<file path="config.mk">
export PLATFORM = sky130hd
export DESIGN_NAME = nn_frame_capture
export DESIGN_NICKNAME = d
export VERILOG_FILES = /design/src/rtl/nn_frame_capture.sv
export SDC_FILE = /design/constraint.sdc
export NUM_CORES = 2
export LEC_CHECK = 0
export ABC_AREA = 1
export BUFFER_PORTS_ARGS = -buffer_cell sky130_fd_sc_hd__buf_2
export CORE_AREA = 2 2 314 316
export CTS_BUF_LIST = sky130_fd_sc_hd__clkbuf_8
export CTS_CLUSTER_DIAMETER = 150
export DETAILED_ROUTE_END_ITERATION = 16
export DIE_AREA = 0 0 316 318
export GPL_ROUTABILITY_DRIVEN = 0
export SLEW_MARGIN = 5
export SYNTH_ARGS = -nofsm -noshare
export SYNTH_HDL_FRONTEND = slang
export SYNTH_SLANG_ARGS = --single-unit
</file>
<file path="constraint.sdc">
create_clock -name Clk -period 1.95 [get_ports Clk]
set_clock_uncertainty 0.1 [all_clocks]
set_input_delay 0.195 -clock Clk [delete_from_list [all_inputs] [get_ports Clk]]
set_output_delay 0.195 -clock Clk [all_outputs]
set_load 0.02 [all_outputs]
</file>
<file path="src/rtl/nn_frame_capture.sv">
// Pixel stream capture and binarization in front of the nn classifier.
// Holds a 784-bit frame, waits a settle interval, then latches the prediction.
module nn_frame_capture #(
  parameter int PIX_W         = 8,
  parameter int THRESHOLD     = 128,
  parameter int SETTLE_CYCLES = 16
) (
  input  logic             Clk,
  input  logic             Reset,
  input  logic             pix_valid,
  output logic             pix_ready,
  input  logic [PIX_W-1:0] pix_data,
  input  logic             pix_sof,
  output logic             frame [784],
  input  logic [4:0]       nn_prediction,
  output logic [4:0]       result,
  output logic             result_valid,
  input  logic             result_ack
);

  localparam int CW =
    (SETTLE_CYCLES > 1) ? $clog2(SETTLE_CYCLES) : 1;
  localparam logic [CW-1:0] CNT_LOAD =
    CW'(SETTLE_CYCLES - 1);
  localparam logic [PIX_W:0] THR = (PIX_W+1)'(THRESHOLD);

  typedef enum logic [1:0] {
    FILL,
    SETTLE,
    DONE
  } state_t;

  state_t        state, state_nxt;
  logic [9:0]    idx, idx_nxt, wr_idx;
  logic [CW-1:0] cnt, cnt_nxt;
  logic          accept;
  logic          bit_val;
  logic          last;
  logic          fire;
  logic          take;

  assign pix_ready = (state == FILL) && !Reset;
  assign accept    = pix_valid && pix_ready;
  assign wr_idx    = pix_sof ? 10'd0 : idx;
  assign bit_val   = {1'b0, pix_data} >= THR;
  assign last      = (wr_idx == 10'd783);
  assign fire      = (state == SETTLE) && (cnt == '0);
  assign take      = (state == DONE) && result_valid
                     && result_ack;

  always_comb begin
    state_nxt = state;
    idx_nxt   = idx;
    cnt_nxt   = cnt;
    unique case (state)
      FILL: begin
        if (accept) begin
          idx_nxt = pix_sof ? 10'd1 : idx + 10'd1;
          if (last) begin
            state_nxt = SETTLE;
            idx_nxt   = 10'd0;
            cnt_nxt   = CNT_LOAD;
          end
        end
      end
      SETTLE: begin
        if (cnt == '0) state_nxt = DONE;
        else           cnt_nxt   = cnt - 1'b1;
      end
      DONE: begin
        if (take) state_nxt = FILL;
      end
      default: state_nxt = FILL;
    endcase
  end

  always_ff @(posedge Clk) begin
    if (Reset) begin
      state        <= FILL;
      idx          <= 10'd0;
      cnt          <= '0;
      result       <= 5'd0;
      result_valid <= 1'b0;
      for (int i = 0; i < 784; i++) frame[i] <= 1'b0;
    end else begin
      state <= state_nxt;
      idx   <= idx_nxt;
      cnt   <= cnt_nxt;
      if (accept) frame[wr_idx] <= bit_val;
      // prediction sampled only after the frame sat still
      if (fire) begin
        result       <= nn_prediction;
        result_valid <= 1'b1;
      end
      if (take) result_valid <= 1'b0;
    end
  end

endmodule

</file>
==> flow_metrics.tcl <==
set metrics [dict create \
    status "completed" \
    rsz0062_at_grt "true" \
    clockPowerShare_pct 47.2 \
    routed_via_density 5.11 \
    finalSetupViolCount 0 \
    grt_use_total_pct 26.0 \
    place_area_um2 40400 \
    drtPass1Iterations 5 \
    dr_wl_met3_um 12100 \
    p_leak_nw 19.8 \
    combPwrFrac_pct 3.8 \
    wl_um 139000 \
    grt.overflow.total 0 \
    drt_iter0_drc 3430 \
    hold_depth 5 \
    syn_inst 4747 \
    io_pins 809 \
    yosysWarnings 0 \
    wl_met2_um 64100 \
    r2r-start "state[0]" \
    grt_pass1_vias 30400 \
    top_layer_used "met4" \
    syn2layout_area_growth_pct 29.6 \
    die_w_um 316 \
    cts_root_buf "clkbuf_8" \
    powerDensity_nw_per_um2 767 \
    tightest_slew_ns 0.721 \
    yosys-mux-area-fraction_pct 0 \
    layoutNonFillerInstCount 6839 \
    start_kind "flop" \
    final_nets 5469 \
    hpwl_um 89400 \
    clkSinkCount 806 \
    clockBufferDepth 3 \
    fin_crit_ns 1.87 \
    cts_buffers 144 \
    critPathMaxFanout 12 \
    drive_gt1_share_pct 24.0 \
    hp-start "result_ack" \
    sw_frac_of_total_pct 24.9 \
    clk-insertion-delay-late_ns 0.84 \
    coreArea_um2 97400 \
    min_path_type "in -> reg" \
    fin_util_pct 45.0 \
    rr_worst_depth 7 \
    die_h_um 318 \
    die_area_um2 100000 \
    synth_top_family_by_area "simple AND/OR/NAND/NOR gates" \
    r2r-end "idx[7]" \
    synth-simple-area-share_pct 32.8 \
    synthAdderAreaFrac_pct 0.0740 \
    ys_ff_latch 806 \
    met1_length_um 57000 \
    synth.distinct_cells 32 \
    p_seq_share_pct 49.0 \
    post-route-period-util_pct 96.1 \
    initial_core_util_pct 34.7 \
    synth_compound_gate_area_share_pct 11.7 \
    netlist.area_leader.share_pct 47.7 \
    synthesis.area_um2 33800 \
    crit_type "reg -> reg" \
    avgRoutedWirePerCell_um 20.3 \
    grt_pass1_wl_um 199000 \
    worstPathArrival_ns 2.57 \
    ff2ff_setup_slack_ns 0.08 \
    ir_worst_vdd_mv 0.526 \
    design_area_um2 43800 \
    seq_area_frac_synth_pct 47.7 \
    ant_nets 0 \
    intPower_mw 25.3 \
    yosysTopAreaCell "dfxtp_1" \
    required_ns 2.64 \
    clk_pin_slew_ns 0.06 \
    switchingPower_mw 8.36 \
    antenna_found_initial 1 \
    maxSlewHeadroom_pct 51.9 \
    grt_max_degree 138 \
    io_buffers 801 \
    synth_xor_area_share_pct 0.0777 \
    avgSynthCellArea_um2 7.12 \
    fmax_mhz 533 \
    hold_viol 0 \
    min_delay_worst_endpoint "state[1]" \
    syn_nets 4767 \
    rows 115 \
    cts_tree "done" \
    num_vias 35000 \
    maxCapViolations 0 \
    dp.cells 6557 \
    yosys-top-cells-area "dfxtp_1, nand3_1, a21oi_1" \
    drcViolationCount 0 \
    end_kind "flop" \
    layout_common_cells "nand2_1, nor2_1, buf_2" \
    layout_commonest_cell "nand2_1" \
    maxSlewViolCount 0 \
    h-tree-depth 4 \
]
state kept, by name, indices dropped and copies added, names as in the netlist:
name / flops
idx: 10
frame: 784
result: 5
result_valid: 1
cnt: 4
state: 2
worst max-delay path, stage by stage, from the launching register on:
cell	delay [ns]
dfxtp_2	0.33
nor2_4	0.14
nand3_4	0.13
inv_6	0.14
buf_4	0.21
nand4_1	0.13
a21oi_2	0.13
dlygate4sd3_1	0.54
power groups by stage:
stage | Sequential, mW | Combinational [mW] | Clock, mW
after global placement | 16.8 | 1.22 | 0
after CTS | 16.5 | 1.25 | 16.2
after global routing | 16.5 | 1.41 | 17.0
final | 16.5 | 1.29 | 15.9
after detailed placement | 16.8 | 1.22 | 0
after floorplan | 16.8 | 0.859 | 0
Yosys cell counts, drive strengths merged:
library cell / count
nand4: 5
nand3: 797
or2: 1
buf: 304
a21oi: 770
inv: 73
clkbuf: 178
o21bai: 4
dfxtp: 806
nor2: 891
nor3b: 1
ha: 2
nand2: 884
clkinv: 2
o21ai: 16
nor3: 10
xor2: 3
kinds of logic (layout without fill, tap and decap cells):
logic type               count (synthesis)  after routing
flip-flops                             806            806
AND/OR/NAND/NOR                       2589           2589
XOR/XNOR                                 3              3
buffers and inverters                  557           1360
other                                    0              2
AO/OA/AOI/OAI                          790            790
adder cells (fa/ha/maj)                  2              2
per-stage QoR:
stage                     setup TNS [ns]  hold slack (ns)  power (mW)  setup WS [ns]
after floorplan                        0            0.230        17.7          0.239
after global placement             -3.89            0.317        18.1         -0.121
after detailed placement           -9.79            0.323        18.1         -0.132
after CTS                        -0.0296           0.0626        33.9        -0.0296
after global routing              -0.208            0.147        34.9        -0.0279
final                                  0            0.173        33.6         0.0753
layer usage:
metal,vias up,global-route usage (%)
li1,17000,-
met1,16200,32.9
met2,1557,41.1
met3,276,7.02
met4,0,11.8
met5,-,0
worst max path at each step:
| stage | cells past startpoint | endpoint | slack (ns) | from |
|---|---|---|---|---|
| final | 7 | idx[7] | 0.08 | state[0] |
| after global routing | 11 | frame[425] | -0.03 | idx[2] |
| after CTS | 4 | pix_ready | -0.03 | state[1] |
| after detailed placement | 10 | frame[231] | -0.13 | pix_sof |
| after global placement | 10 | frame[199] | -0.12 | pix_sof |
| after floorplan | 11 | frame[267] | 0.24 | idx[2] |
what timing repair did:
item	4_1_cts	5_1_grt
hold endpoints to repair	80	0
pin swaps	4	11
buffers inserted	4	6
endpoints found under the setup margin	245	481
gates resized for setup	18	30
hold buffers	17	0
cloned	2	4
final cells by class:
cell class / count / area [um^2]
Clock buffer: 175 / 2410
Sequential cell: 806 / 16200
Fill cell: 9874 / 53600
Clock inverter: 72 / 418
Timing Repair Buffer: 1038 / 7530
Inverter: 75 / 309
Tap cell: 1287 / 1610
Antenna cell: 2 / 5.00
Multi-Input combinational cell: 3384 / 15400
Note: power is estimated with default switching activity, not from simulation.
